===== config.mk =====
export PLATFORM = sky130hd
export DESIGN_NAME = vga_framebuffer_reader
export DESIGN_NICKNAME = d
export VERILOG_FILES = /design/src/rtl/vga_framebuffer_reader.sv
export SDC_FILE = /design/constraint.sdc
export NUM_CORES = 1
export LEC_CHECK = 0
export ABC_AREA = 1
export CAP_MARGIN = 10
export CORE_ASPECT_RATIO = 0.75
export CORE_MARGIN = 2
export CORE_UTILIZATION = 46
export CTS_BUF_LIST = sky130_fd_sc_hd__clkbuf_16
export CTS_CLUSTER_DIAMETER = 30
export DETAILED_ROUTE_END_ITERATION = 10
export PLACE_DENSITY = 0.71
export SYNTH_ARGS = -nofsm -noshare
export SYNTH_HDL_FRONTEND = slang
export SYNTH_SLANG_ARGS = --single-unit

===== constraint.sdc =====
create_clock -name clock -period 4.4 [get_ports clock]
set_input_delay 0.44 -clock clock [delete_from_list [all_inputs] [get_ports clock]]
set_output_delay 0.44 -clock clock [all_outputs]
set_load 0.01 [all_outputs]

===== src/rtl/vga_framebuffer_reader.sv =====
// vga_framebuffer_reader
//   Scan-out side of the 3-bit pixel framebuffer. Generates VGA timing,
//   reads the framebuffer in row-major order (addr = y*H_ACTIVE + x) and
//   drives sync, blank and 8-bit RGB to the DAC on the pixel clock.
//
// Ports
//   clock        pixel clock
//   reset        synchronous, active-high reset
//   mem_raddr    framebuffer read address for the current counter position
//   mem_rdata    framebuffer read data, valid RD_LATENCY clocks after address
//   vga_hsync    horizontal sync, active low
//   vga_vsync    vertical sync, active low
//   vga_blank_n  high during visible pixels
//   vga_r/g/b    8-bit colour, full scale per set framebuffer bit
//   frame_start  one-clock pulse aligned with the output of pixel (0,0)
module vga_framebuffer_reader #(
    parameter int H_ACTIVE   = 640,
    parameter int H_FP       = 16,
    parameter int H_SYNC     = 96,
    parameter int H_BP       = 48,
    parameter int V_ACTIVE   = 480,
    parameter int V_FP       = 10,
    parameter int V_SYNC     = 2,
    parameter int V_BP       = 33,
    parameter int RD_LATENCY = 2
) (
    input  logic        clock,
    input  logic        reset,
    output logic [18:0] mem_raddr,
    input  logic [2:0]  mem_rdata,
    output logic        vga_hsync,
    output logic        vga_vsync,
    output logic        vga_blank_n,
    output logic [7:0]  vga_r,
    output logic [7:0]  vga_g,
    output logic [7:0]  vga_b,
    output logic        frame_start
);

    localparam int H_TOTAL  = H_ACTIVE + H_FP + H_SYNC + H_BP;
    localparam int V_TOTAL  = V_ACTIVE + V_FP + V_SYNC + V_BP;
    localparam int HW       = $clog2(H_TOTAL);
    localparam int VW       = $clog2(V_TOTAL);
    localparam int HS_START = H_ACTIVE + H_FP;
    localparam int HS_END   = H_ACTIVE + H_FP + H_SYNC;
    localparam int VS_START = V_ACTIVE + V_FP;
    localparam int VS_END   = V_ACTIVE + V_FP + V_SYNC;

    logic [HW-1:0] h_count, h_next;
    logic [VW-1:0] v_count, v_next;
    logic [18:0]   addr;
    logic          active, active_next, hsync_raw, vsync_raw, origin;
    logic          h_last, v_last;

    // Delay lines; index RD_LATENCY-1 is the stage aligned with mem_rdata.
    logic [RD_LATENCY-1:0] act_pipe, hs_pipe, vs_pipe, fs_pipe;

    always_comb begin
        h_last = (int'(h_count) == H_TOTAL - 1);
        v_last = (int'(v_count) == V_TOTAL - 1);
        h_next = h_count + 1'b1;
        v_next = v_count;
        if (h_last) begin
            h_next = '0;
            v_next = v_last ? '0 : v_count + 1'b1;
        end
        active      = (int'(h_count) < H_ACTIVE) && (int'(v_count) < V_ACTIVE);
        active_next = (int'(h_next) < H_ACTIVE) && (int'(v_next) < V_ACTIVE);
        hsync_raw   = !((int'(h_count) >= HS_START) && (int'(h_count) < HS_END));
        vsync_raw   = !((int'(v_count) >= VS_START) && (int'(v_count) < VS_END));
        origin      = (h_count == '0) && (v_count == '0);
    end

    // Counters and linear read address. The address advances on entry to
    // each visible position except the frame origin, so it holds the last
    // visible address through blanking and never passes H_ACTIVE*V_ACTIVE-1.
    always_ff @(posedge clock) begin
        if (reset) begin
            h_count <= '0;
            v_count <= '0;
            addr    <= '0;
        end else begin
            h_count <= h_next;
            v_count <= v_next;
            if (h_last && v_last)
                addr <= '0;
            else if (active_next)
                addr <= addr + 19'd1;
        end
    end

    // Timing flags delayed to line up with the returning read data.
    always_ff @(posedge clock) begin
        if (reset) begin
            act_pipe <= '0;
            hs_pipe  <= '1;
            vs_pipe  <= '1;
            fs_pipe  <= '0;
        end else begin
            act_pipe[0] <= active;
            hs_pipe[0]  <= hsync_raw;
            vs_pipe[0]  <= vsync_raw;
            fs_pipe[0]  <= origin;
            for (int i = 1; i < RD_LATENCY; i++) begin
                act_pipe[i] <= act_pipe[i-1];
                hs_pipe[i]  <= hs_pipe[i-1];
                vs_pipe[i]  <= vs_pipe[i-1];
                fs_pipe[i]  <= fs_pipe[i-1];
            end
        end
    end

    assign mem_raddr   = addr;
    assign vga_blank_n = act_pipe[RD_LATENCY-1];
    assign vga_hsync   = hs_pipe[RD_LATENCY-1];
    assign vga_vsync   = vs_pipe[RD_LATENCY-1];
    assign frame_start = fs_pipe[RD_LATENCY-1];

    // Read data is used in the cycle it arrives; blanking forces black.
    assign vga_r = {8{vga_blank_n & mem_rdata[2]}};
    assign vga_g = {8{vga_blank_n & mem_rdata[1]}};
    assign vga_b = {8{vga_blank_n & mem_rdata[0]}};

endmodule


==> run summary <==
The run finished with clean final reports. Setup repair after global routing left no endpoint under its margin. The element type at the critical path end was a register.

Highest signal layer in the routed design: met4. Category of the worst setup path launch point: a register. For this run, the leading register cell type out of synthesis is sky130_fd_sc_hd__dfxtp_1. For the worst setup path, the data arrival time is 2670 ps. The transition time of the tightest slew-check pin was 1050 ps. For this run, the detailed router's first-pass iteration total came to 4.

Overall fraction of global-route tracks in use: 19.6%. Summed over all cells, the static leakage comes to 1.24 nW. The met3 wire length was 459 um; the synthesized cell area was 2880 um^2. Derived from the worst setup path, the maximum achievable clock frequency is 402 MHz. The synthesized design contains 47 register bits. Counting I/O delays and the setup requirement, the final critical path takes 2490 ps. The overall die area is 6920 um^2, and the number of gates given a new drive strength after cts is 0. The number of maximum-capacitance constraint violations was 0. The critical path is of the reg2reg type.

The initial antenna violation count was 0. Worst hold endpoint: hs_pipe[1]. For this design the ratio of total power to cell area is 270 nW/um^2. Final hold analysis gives a worst-case slack of 408 ps. The HPWL after detailed placement was 4700 um.

Setup violations remaining at the end of the flow were counted as 0. Sequential cells were found to cover 32.7% of the synthesized design area. Compared with the post-synthesis result, the final layout area differs by 18.3%.

The synthesized design contains 0 enable-type register cells. The setup slack on the worst flop-to-flop path is 1910 ps. The tools report the via count of the first global-routing pass as 2292.

Fraction of synthesized cell area taken by the top area cell type: 32.7%. The run gives 1540 um^2 as the multi-input gate area in the final layout. Post-CTS timing repair inserted 0 buffers for setup. The layout has 558 filler cells.

Dominant cell type by area after synthesis: sky130_fd_sc_hd__dfxtp_1. The repair_antennas step left the layout with diodes totalling 0. The count of pins over their slew limit was 0.

After the last flow step, the layout net total stands at 429. The final RePlAce weighted congestion is 0.890, and the sum of overflow across all layers after global routing is 0. The number of warnings issued by yosys was 0; the maximum number of pins on one net before global-route repair was 21.

The number of cell instances on the worst register-to-register path came out at 8. The run gives 2563 as the via count. Worst hold path startpoint: hs_pipe[0]. The maximum ir drop on the vdd rail is 0.185 mV, and the detailed-route wire length on metal 1 is 3160 um. The count of unique library cells instantiated by Yosys was 35; the starting density of the core was 48.7%.

The largest fanout on the critical path is 18. The count of buffers added on input and output ports is 51. The later pin in the worst-skew pair is clocked with a latency of 280 ps.

Ranked by instance count, the synthesized netlist is headed by sky130_fd_sc_hd__nand2_1 (83), sky130_fd_sc_hd__nor2_1 (52), sky130_fd_sc_hd__dfxtp_1 (47). The H-tree generated during clock tree synthesis spans 2 levels. Among all cell types in the netlist, the one instantiated most often is sky130_fd_sc_hd__nand2_1. For the total routed wirelength, the log shows 6360 um. The post-route setup TNS came out at 0 ps. Once detail routing completed, the nets flagged for antenna violations numbered 0. For this run, asynchronously set or reset flops after synthesis account for 0%. The die width works out to 95.4 um.

The tools report the TritonCTS sink count as 47. At the worst endpoint, the required time is 4580 ps. The tools report the number of endpoints with negative hold slack in the final report as 0. The floorplan step defined a core boundary enclosing 5920 um^2. The max-slew headroom at the worst pin was 30.1%. The clock passes through at most 2 buffers.

TritonCTS built the clock tree. After the first detailed-routing iteration, the DRC count stood at 231. The post-route netlist has 13.1% of its cells at a drive strength greater than 1. In the final layout, flip-flops and latches occupy 941 um^2.

The cell count of the worst hold path is 1, and the die extent in y is 72.5 um. The worst register-to-register path ends at v_count[0]. The number of design rule violations left after detail routing was 0. The first global-routing pass estimated 10800 um of wire. In this run the mean area of a mapped cell was 7.40 um^2. Yosys attributes the largest share of cell area to sky130_fd_sc_hd__dfxtp_1 (33%), sky130_fd_sc_hd__nand2_1 (11%), sky130_fd_sc_hd__nor2_1 (6.8%).

Clock root buffer: sky130_fd_sc_hd__clkbuf_16. The total clock buffers created by CTS was 5; the total I/O pin count was 52. The register clock-pin slew on the reported worst setup and hold paths is 60 ps, and the fraction of the cycle the final worst path needs is 56.6%.

In this run the critical register-to-register path is launched from h_count[0]. After detailed routing, the number of vias per cell comes to 5.15. The class of the worst hold path was reg2reg. The placement row count is 24. Summed over all nets, wire length on met2 after detailed routing comes to 2670 um. Worst clock skew on the final layout: 5.48 ps. The tools report the net count of the mapped netlist as 399. Dividing the detail-routed wire length by the instance count gives 12.8 um. The synthesized netlist cell count came out at 389. The run gives 0 as the total of hold buffers inserted after clock tree synthesis.
==> registers in the layout, summed over array words and instances (netlist names) <==
name	cells
mem_raddr	19
fs_pipe	2
vs_pipe	2
hs_pipe	2
v_count	10
act_pipe	2
h_count	10
==> cell families (layout without fill, tap and decap cells) <==
logic type,count (synthesis),count (layout),share of synthesized area (%)
compound gates,31,31,7.38
flops,47,47,32.7
simple gates,217,217,37.8
xor+xnor,20,20,6.08
buf+inv,69,100,13.9
fa+ha+maj,5,5,2.17
==> layer usage <==
layer | global-route usage [%] | vias to the layer above
met1 | 28.6 | 1148
met3 | 3.74 | 9
met5 | 0 | -
met2 | 29.4 | 111
li1 | - | 1295
met4 | 5.24 | 0
==> where the power goes <==
part / total (mW) / internal [mW] / switching (mW)
registers: 0.440 / 0.433 / 0.00736
clock network: 0.418 / 0.265 / 0.153
logic: 0.0628 / 0.0327 / 0.0302
total: 0.921 / 0.730 / 0.190
==> critical path, cell delays in order (launching register included) <==
cell and delay, ps:
sky130_fd_sc_hd__dfxtp_1 370, sky130_fd_sc_hd__ha_1 250, sky130_fd_sc_hd__nand2_2 100, sky130_fd_sc_hd__nor2_4 140
sky130_fd_sc_hd__nand4_1 180, sky130_fd_sc_hd__o21ai_2 870, sky130_fd_sc_hd__inv_1 270, sky130_fd_sc_hd__o21ai_0 150
sky130_fd_sc_hd__inv_1 50
==> per-stage QoR <==
step,std cells,power (mW),utilization (%),instance area [um^2],worst slack (ps)
detailed placement,490,0.513,54.8,3240,1930
finish,498,0.921,57.6,3410,1910
global route,498,0.961,57.6,3410,1690
CTS,498,0.933,57.6,3410,1950
floorplan,389,0.489,-,2880,2610
global placement,490,0.511,54.8,3240,2030
==> layout make-up <==
type                            instances  area share [%]
Multi-Input combinational cell        273            45.2
Sequential cell                        47            27.6
Timing Repair Buffer                   51            15.0
Inverter                               41            4.55
Clock buffer                            5            3.67
Tap cell                               78            2.86
Clock inverter                          3            1.14
==> cell usage in the layout (no fill, tap or decap), types with 10 or more instances in the layout <==
cell and n:
sky130_fd_sc_hd__dfxtp_1 47, sky130_fd_sc_hd__nand2_1 83, sky130_fd_sc_hd__nor2_1 52, sky130_fd_sc_hd__clkdlybuf4s50_1 51, sky130_fd_sc_hd__a21oi_2 10, sky130_fd_sc_hd__inv_1 37, sky130_fd_sc_hd__nand4_1 11, sky130_fd_sc_hd__nand3_1 26
sky130_fd_sc_hd__xor2_1 12, sky130_fd_sc_hd__nand3_2 13
==> how the worst max path moves through the flow <==
stage                     slack [ps]        from            to  cells past startpoint
final                           1910  h_count[0]    v_count[0]                      8
after global routing            1690  h_count[0]    v_count[3]                      8
after CTS                       1950  h_count[0]    v_count[0]                      8
after detailed placement        1930  h_count[0]    v_count[0]                      8
after global placement          2030  h_count[0]    v_count[0]                      8
after floorplan                 2610  h_count[0]  mem_raddr[6]                     12
Note: power is estimated with default switching activity, not from simulation.
